File: src/rtl/id_ex_register.sv
// ID/EX pipeline register with stall hold, flush bubble and debug enable, plus a counter of valid instructions entering EX.
// Latency 1 cycle, all outputs registered; no backpressure of its own, holds whenever enable is low or stall is high.
module id_ex_register #(
    parameter int NB_DATA  = 32,
    parameter int NB_ADDR  = 5,
    parameter int NB_IMM   = 16,
    parameter int NB_FUNCT = 6,
    parameter int NB_COUNT = 16
) (
    input  logic                i_clock,
    input  logic                i_reset,
    input  logic                i_enable,
    input  logic                i_stall,
    input  logic                i_flush,
    input  logic                i_valid,
    input  logic                i_signal_control_mult_A,
    input  logic                i_signal_control_mult_B,
    input  logic                i_signal_control_mult_wb,
    input  logic                i_signal_control_write_data_reg_file,
    input  logic [NB_DATA-1:0]  i_pc,
    input  logic [NB_DATA-1:0]  i_data_rs,
    input  logic [NB_DATA-1:0]  i_data_rt,
    input  logic [NB_ADDR-1:0]  i_rs,
    input  logic [NB_ADDR-1:0]  i_rt,
    input  logic [NB_ADDR-1:0]  i_rd,
    input  logic [NB_IMM-1:0]   i_imm,
    input  logic [NB_FUNCT-1:0] i_funct,
    output logic                o_valid,
    output logic                o_signal_control_mult_A,
    output logic                o_signal_control_mult_B,
    output logic                o_signal_control_mult_wb,
    output logic                o_signal_control_write_data_reg_file,
    output logic [NB_DATA-1:0]  o_pc,
    output logic [NB_DATA-1:0]  o_data_rs,
    output logic [NB_DATA-1:0]  o_data_rt,
    output logic [NB_ADDR-1:0]  o_rs,
    output logic [NB_ADDR-1:0]  o_rt,
    output logic [NB_ADDR-1:0]  o_rd,
    output logic [NB_DATA-1:0]  o_imm_ext,
    output logic [NB_FUNCT-1:0] o_funct,
    output logic [NB_COUNT-1:0] o_instr_count
);

    typedef struct packed {
        logic mult_a;
        logic mult_b;
        logic mult_wb;
        logic write_rf;
    } ctrl_t;

    typedef struct packed {
        logic [NB_DATA-1:0]  pc;
        logic [NB_DATA-1:0]  data_rs;
        logic [NB_DATA-1:0]  data_rt;
        logic [NB_ADDR-1:0]  rs;
        logic [NB_ADDR-1:0]  rt;
        logic [NB_ADDR-1:0]  rd;
        logic [NB_DATA-1:0]  imm_ext;
        logic [NB_FUNCT-1:0] funct;
    } data_t;

    ctrl_t               ctrl_in;
    ctrl_t               ctrl_q;
    data_t               data_in;
    data_t               data_q;
    logic                valid_q;
    logic [NB_COUNT-1:0] count_q;

    // A non-valid slot must never carry live control, so gate at capture.
    always_comb begin
        ctrl_in = '0;
        if (i_valid) begin
            ctrl_in.mult_a   = i_signal_control_mult_A;
            ctrl_in.mult_b   = i_signal_control_mult_B;
            ctrl_in.mult_wb  = i_signal_control_mult_wb;
            ctrl_in.write_rf = i_signal_control_write_data_reg_file;
        end
    end

    always_comb begin
        data_in.pc      = i_pc;
        data_in.data_rs = i_data_rs;
        data_in.data_rt = i_data_rt;
        data_in.rs      = i_rs;
        data_in.rt      = i_rt;
        data_in.rd      = i_rd;
        data_in.imm_ext = {{(NB_DATA-NB_IMM){i_imm[NB_IMM-1]}}, i_imm};
        data_in.funct   = i_funct;
    end

    // Priority: reset > disable > flush > stall > load.
    always_ff @(posedge i_clock) begin
        if (!i_reset) begin
            valid_q <= 1'b0;
            ctrl_q  <= '0;
            data_q  <= '0;
            count_q <= '0;
        end else if (i_enable) begin
            if (i_flush) begin
                valid_q <= 1'b0;
                ctrl_q  <= '0;
            end else if (!i_stall) begin
                valid_q <= i_valid;
                ctrl_q  <= ctrl_in;
                data_q  <= data_in;
                if (i_valid) begin
                    count_q <= count_q + 1'b1;
                end
            end
        end
    end

    assign o_valid                              = valid_q;
    assign o_signal_control_mult_A              = ctrl_q.mult_a;
    assign o_signal_control_mult_B              = ctrl_q.mult_b;
    assign o_signal_control_mult_wb             = ctrl_q.mult_wb;
    assign o_signal_control_write_data_reg_file = ctrl_q.write_rf;
    assign o_pc                                 = data_q.pc;
    assign o_data_rs                            = data_q.data_rs;
    assign o_data_rt                            = data_q.data_rt;
    assign o_rs                                 = data_q.rs;
    assign o_rt                                 = data_q.rt;
    assign o_rd                                 = data_q.rd;
    assign o_imm_ext                            = data_q.imm_ext;
    assign o_funct                              = data_q.funct;
    assign o_instr_count                        = count_q;

endmodule

File: config.mk
export PLATFORM = sky130hd
export DESIGN_NAME = id_ex_register
export DESIGN_NICKNAME = d
export VERILOG_FILES = /design/src/rtl/id_ex_register.sv
export SDC_FILE = /design/constraint.sdc
export NUM_CORES = 1
export LEC_CHECK = 0
export ABC_CLOCK_PERIOD_IN_PS = 5500
export BUFFER_PORTS_ARGS = -buffer_cell sky130_fd_sc_hd__clkbuf_2
export CORE_MARGIN = 5
export CORE_UTILIZATION = 40
export DETAILED_ROUTE_END_ITERATION = 12
export HOLD_SLACK_MARGIN = 0.12
export PLACE_DENSITY_LB_ADDON = 0.08
export SYNTH_ARGS = -nofsm -noshare
export SYNTH_HDL_FRONTEND = slang
export SYNTH_SLANG_ARGS = --single-unit
File: constraint.sdc
create_clock -name i_clock -period 5.5 [get_ports i_clock]
set_clock_uncertainty 0.2 [all_clocks]
set_input_delay 0.275 -clock i_clock [delete_from_list [all_inputs] [get_ports i_clock]]
set_output_delay 0.275 -clock i_clock [all_outputs]
set_load 0.02 [all_outputs]
==> results of run 1 <==
## cell families (layout without fill, tap and decap cells)
| family | after synthesis | count (layout) | synth area share [%] |
|---|---|---|---|
| fa+ha+maj | 1 | 1 | 0.212 |
| xor+xnor | 7 | 7 | 1.04 |
| flops | 154 | 154 | 52.2 |
| mux | 4 | 4 | 0.678 |
| buf+inv | 68 | 485 | 5.38 |
| compound gates | 147 | 147 | 18.4 |
| simple gates | 318 | 318 | 22.0 |
## metal layers
| metal | wire length [um] | share of wire, % |
|---|---|---|
| met5 | 0 | 0 |
| met4 | 584 | 3.1 |
| met3 | 1380 | 7.4 |
| met2 | 9180 | 49 |
| met1 | 7600 | 41 |
## cell usage after synthesis (3+ instances only)
cell type / instances / area, sq um
nand2_1: 279 / 1050
dfxtp_1: 154 / 3080
a21boi_0: 135 / 1010
clkbuf_1: 47 / 176
buf_4: 16 / 120
and2_1: 7 / 43.8
nor2b_1: 7 / 43.8
xnor2_1: 6 / 52.6
o21ai_0: 5 / 25.0
a22oi_1: 4 / 30.0
mux2i_1: 4 / 40.0
nand2b_1: 4 / 25.0
nand3_1: 4 / 20.0
inv_1: 3 / 11.3
nand4_1: 3 / 18.8
nor3_1: 3 / 15.0
or3_1: 3 / 18.8
## worst min-delay path, delay by kind of cell
kind	cells	cell delay, ns
compound gates	1	0.06
simple gates	1	0.14
buf+inv	1	0.30
## what timing repair did
action                                  CTS  global route
buffers inserted                          0             0
endpoints found under the hold margin   137             0
gates resized for setup                   0             0
endpoints found under the setup margin    0             0
hold buffers                            137             0
## flip-flops by register name, summed over array words and instances, names as in the netlist
signal                                cells
o_data_rs                                32
o_data_rt                                32
o_funct                                   6
o_imm_ext                                16
o_instr_count                            16
o_pc                                     32
o_rd                                      5
o_rs                                      5
o_rt                                      5
o_signal_control_mult_A                   1
o_signal_control_mult_B                   1
o_signal_control_mult_wb                  1
o_signal_control_write_data_reg_file      1
o_valid                                   1
## power groups by stage
stage / Combinational, mW / Sequential (mW) / Clock, mW
after global placement: 0.231 / 1.19 / 0
after detailed placement: 0.230 / 1.19 / 0
after CTS: 0.309 / 1.17 / 1.35
after global routing: 0.336 / 1.17 / 1.39
after floorplan: 0.0860 / 1.23 / 0
final: 0.310 / 1.17 / 1.32
## cell usage in the layout, fill, tap and decap left out, drive strengths merged, types with 2 or more instances in the layout
master and n:
a21boi 137, a22oi 4, and2 7, buf 3
bufinv 5, clkbuf 336, dfxtp 154, dlygate4sd3 137
inv 3, mux2i 4, nand2 279, nand2b 4
nand3 4, nand4 3, nand4bb 2, nor2b 7
nor3 3, o21ai 5, or3 3, xnor2 6
## per-stage QoR
step / cells / instance area, sq um / hold slack, ns
floorplan: 699 / 5900 / 0.220
global placement: 1132 / 7430 / 0.253
detailed placement: 1132 / 7430 / 0.256
CTS: 1300 / 9480 / 0.234
global route: 1300 / 9480 / 0.262
finish: 1300 / 9480 / 0.227
## final cells by class
cell class              instances  area [sq um]
inverters                       3          11.3
clock buffers                  25           526
multi-input cells             477          2520
clock inverters                 6           155
fillers                      1244          5000
flip-flops and latches        154          3080
well taps                     184           230
repair buffers                451          2950
## worst max path at each step
| stage | endpoint | depth (start not counted) | slack (ns) | from |
|---|---|---|---|---|
| floorplan | o_instr_count[10]$_SDFFE_PN0P_ | 6 | 3.40 | o_instr_count[0]$_SDFFE_PN0P_ |
| global placement | o_pc[24]$_SDFFE_PN0P_ | 6 | 2.78 | i_flush |
| detailed placement | o_data_rs[9]$_SDFFE_PN0P_ | 6 | 2.75 | i_flush |
| CTS | o_pc[9]$_SDFFE_PN0P_ | 6 | 3.18 | i_flush |
| global route | o_pc[9]$_SDFFE_PN0P_ | 6 | 2.94 | i_flush |
| finish | o_data_rs[12]$_SDFFE_PN0P_ | 6 | 3.14 | i_flush |
==> flow_summary.ini, run 1 <==
[worst_hold_path]
min_to = o_instr_count[12]$_SDFFE_PN0P_
hold_class = input port to flop
hold_depth = 3
min_from = i_reset

[critical_path]
worst_path_max_delay_cell = and2_4
endpoint_kind = flop
rr_startpoint = o_instr_count[0]$_SDFFE_PN0P_
reg2reg_slack_ns = 3.40
r2r-end = o_instr_count[14]$_SDFFE_PN0P_
worstSetupPathType = input port to flop
rr_worst_depth = 5
start_kind = input port
critPathArrivalTime_ns = 2.49
crit_buf_inv = 2
path_cells = clkbuf_2, nor2_1, and2_4, buf_4, nand2_1, a21boi_0
crit_family = simple AND/OR/NAND/NOR gates
slowest_delay_ns = 0.81
crit_fanout = 86
crit_required_ns = 5.63

[die]
rows = 44
num_io_pins = 313
start_util_pct = 40.8
placeableCoreArea_sq_um = 14500
die_height_um = 131
dieArea_sq_um = 17300
fp.dieW_um = 131

[yosys]
syn_area_per_cell_sq_um = 8.45
synth-edff-count = 0
synth_cell_types = 29
ys_ff_latch = 154
synthCells = 699
netlist_area_sq_um = 5900
yosysSeqAreaShare_pct = 52.2
synth_nets = 843
synth_warnings = 0
ys_async_sr_fraction_pct = 0
synthFlopType = dfxtp_1

[global_route]
grt_pass1_wl_um = 29900
track_usage_pct = 20.8
grt_pass1_vias = 5900
met1_usage_pct = 22.8
use_met2_pct = 36.0
overflow = 0
grt_max_degree = 134
antenna_found_initial = 0
met3_usage_pct = 8.14
top_usage_layer = met2

[cells_and_area]
antenna_cells = 0
fin_util_pct = 65.5
layout-drive-gt1-share_pct = 31.1
nets = 1248
areaGrowthSynthToFinish_pct = 60.5

[drt]
via_per_inst = 4.61
dr.pass1.iters = 4
ant_nets = 0
wl_um = 18800
dr_total_vias = 5998
routedWlPerCell_um = 14.4
post-route-drc-count = 0
first_iter_violations = 227

[sta]
fin_crit_sh_pct = 43.0
hold_violations = 0
relSlewSlack_pct = 38.4
rsz0062_at_grt = no
min_period_ns = 2.36
setup_violations = 0
fin_tns_setup_ns = 0
maxSlewViolCount = 0
worst_slew_pin_slew_ns = 0.924
fmax_mhz = 423
setup_ws_ns = 3.14

[placed_design]
dp_hpwl_um = 11700
io_buffers = 312
place_ws_ns = 2.75
gp_congestion = 0.787

[pwr]
clkPwrFrac_pct = 47.2
p_int_mw = 2.19
sequentialPowerShare_pct = 41.7
switching_share_pct = 21.5
p_per_area_nw_per_um2 = 295
combPwrFrac_pct = 11.1
cellLeakagePower_nw = 4.17
finalPower_mw = 2.79
ir_drop_v = 0.000224
p_sw_uw = 602

[clocking]
clk_latency_ns = 0.41
cts_sinks = 154
cts_tree = done
clk_path_buf_depth = 2
htree_levels = 4
cts_root_buffer = clkbuf_16
cts.clk_slew.worst_paths_ns = 0.06
cts_made_buffers = 17

[run]
cap_violations = 0

[run_status]
outcome = complete, no violations
Power figures use the tool's default switching activity.
==> run 2: changes to the inputs <==
--- a/config.mk
+++ b/config.mk
@@ -5,7 +5,7 @@
 export SDC_FILE = /design/constraint.sdc
 export NUM_CORES = 1
 export LEC_CHECK = 0
-export ABC_CLOCK_PERIOD_IN_PS = 5500
+export ABC_CLOCK_PERIOD_IN_PS = 2000
 export BUFFER_PORTS_ARGS = -buffer_cell sky130_fd_sc_hd__clkbuf_2
 export CORE_MARGIN = 5
 export CORE_UTILIZATION = 40
==> constraint.sdc (replaced) <==
create_clock -name i_clock -period 2 [get_ports i_clock]
set_clock_uncertainty 0.2 [all_clocks]
set_input_delay 0.1 -clock i_clock [delete_from_list [all_inputs] [get_ports i_clock]]
set_output_delay 0.1 -clock i_clock [all_outputs]
set_load 0.02 [all_outputs]
==> run 2 against run 1 <==
- worst setup slack lost 3.1 ns
- worst hold slack lost 0.070 ns
- highest routed layer unchanged
- non-clock buffer count grew 43
- cell area grew 4.4%
- flip-flop and latch count is the same
- first-iteration DRC count grew 26%
- count of clock-buffer cells in the layout grew 1
- sequential share of layout area shrank 1.4 points
- critical endpoint is now o_instr_count[14]$_SDFFE_PN0P_
- cell count grew 3.3%
- die area is the same
- routed wire length grew 1.2%
- sequential power grew to 2.7 times the previous value
==> flow_summary.ini, run 2 (synthesized netlist as in run 1, its figures left out) <==
[run_status]
outcome = complete, no violations

[global_route]
grt_pass1_vias = 6128
grt_max_degree = 160
grt_pass1_wl_um = 31000
track_usage_pct = 21.4
antenna_found_initial = 0
overflow = 0

[placed_design]
place_area_sq_um = 7560
gp_congestion = 0.797
dp_hpwl_um = 11700
io_buffers = 312

[critical_path]
start_kind = input port
r2r-end = o_instr_count[14]$_SDFFE_PN0P_
crit_required_ns = 2.14
crit_fanout = 4
endpoint_kind = flop
reg2reg_slack_ns = 0.11
rr_worst_depth = 5
critPathArrivalTime_ns = 2.06
rr_startpoint = o_instr_count[0]$_SDFFE_PN0P_
worstSetupPathType = input port to flop

[worst_hold_path]
min_to = o_valid$_SDFFE_PN0P_
hold_depth = 5
min_from = i_stall
hold_class = input port to flop

[pwr]
cellLeakagePower_nw = 4.42
p_per_area_nw_per_um2 = 756
ir_drop_v = 0.000536

[sta]
fin_crit_sh_pct = 95.9
fmax_mhz = 522
holdWs_ns = 0.157
min_period_ns = 1.92
fin_tns_setup_ns = 0
worst_slew_pin_slew_ns = 0.596
maxSlewViolCount = 0
setup_violations = 0
hold_violations = 0
rsz0062_at_grt = no
relSlewSlack_pct = 59.8

[clocking]
cts_root_buffer = clkbuf_16
cts_made_buffers = 17
cts_sinks = 154
htree_levels = 4
cts.clk_slew.worst_paths_ns = 0.06
clk_latency_ns = 0.41
clk_path_buf_depth = 2
cts_tree = done

[cells_and_area]
nets = 1291
layout-drive-gt1-share_pct = 31.1
areaGrowthSynthToFinish_pct = 67.7
nFillCells = 1188
antenna_cells = 0
mostFrequentLayoutCells = 311 x clkbuf_2, 278 x nand2_1, 169 x dlygate4sd3_1, 152 x dfxtp_1, 135 x a21boi_0
final_common_cell = clkbuf_2
final_area_sq_um = 9900
fin_util_pct = 68.4

[drt]
routedWlPerCell_um = 14.1
post-route-drc-count = 0
via_per_inst = 4.57
wl_um = 19000
dr_total_vias = 6138
ant_nets = 0
dr.pass1.iters = 4
first_iter_violations = 287

[die]
start_util_pct = 40.8
die_height_um = 131
fp.dieW_um = 131
rows = 44
placeableCoreArea_sq_um = 14500
dieArea_sq_um = 17300
num_io_pins = 313

[run]
cap_violations = 0
[run 2: cell count changes in the layout (fill, tap and decap cells not counted), moves of 2 or more]
cell,previous run,this run
dfxtp_1,154,152
dlygate4sd3_1,137,169
bufinv_16,5,3
dfxtp_2,0,2
buf_4,3,9
buf_12,0,4
clkbuf_1,1,3
[run 2: how the worst max path moves through the flow]
| stage | start | endpoint | depth (start not counted) |
|---|---|---|---|
| 6_report | i_stall | o_instr_count[14]$_SDFFE_PN0P_ | 6 |
| 2_1_floorplan | o_instr_count[0]$_SDFFE_PN0P_ | o_instr_count[10]$_SDFFE_PN0P_ | 6 |
| 3_5_place_dp | o_instr_count[0]$_SDFFE_PN0P_ | o_instr_count[14]$_SDFFE_PN0P_ | 5 |
| 4_1_cts | o_instr_count[0]$_SDFFE_PN0P_ | o_instr_count[14]$_SDFFE_PN0P_ | 5 |
| 3_3_place_gp | o_instr_count[0]$_SDFFE_PN0P_ | o_instr_count[10]$_SDFFE_PN0P_ | 5 |
| 5_1_grt | i_reset | o_rt[1]$_SDFFE_PN0P_ | 5 |
[run 2: timing repair]
item,4_1_cts,5_1_grt
resized for setup,0,3
hold endpoints to repair,143,1
setup buffers,0,0
setup endpoints to repair,0,7
hold buffers,168,1
[run 2: report_power, final]
group / internal, mW / leakage, nW / total [mW] / switching [mW]
Combinational: 0.472 / 2.86 / 0.905 / 0.433
Clock: 2.16 / 0.303 / 3.37 / 1.21
Sequential: 3.16 / 1.25 / 3.21 / 0.0475
[run 2: layout make-up]
class / count / area, sq um / share of cell area, %
clock buffers: 26 / 519 / 5.25
repair buffers: 494 / 3420 / 34.6
inverters: 3 / 11.3 / 0.114
well taps: 184 / 230 / 2.33
multi-input cells: 477 / 2520 / 25.5
flip-flops and latches: 154 / 3090 / 31.2
clock inverters: 5 / 106 / 1.07
[run 2: metal layers]
| layer | part of all wire [%] | GRT usage [%] |
|---|---|---|
| met1 | 42 | 25.7 |
| met2 | 49 | 35.7 |
| met3 | 7.4 | 7.61 |
| met4 | 2.5 | 7.20 |
| met5 | 0 | 0 |
[run 2: worst max-delay path, stage by stage]
cell and delay [ns]:
clkbuf_2 0.11, dlygate4sd3_1 0.56, nand4bb_1 0.24, or4_4 0.56, or3_1 0.36, a21boi_1 0.14
[run 2: stage by stage]
| step | worst slack (ns) | instances | total power [mW] |
|---|---|---|---|
| 2_1_floorplan | 0.00906 | 699 | 3.62 |
| 3_5_place_dp | 0.0937 | 1143 | 3.92 |
| 6_report | 0.0828 | 1343 | 7.48 |
| 3_3_place_gp | 0.111 | 1143 | 3.92 |
| 5_1_grt | 0.00315 | 1343 | 7.77 |
| 4_1_cts | 0.0780 | 1342 | 7.54 |
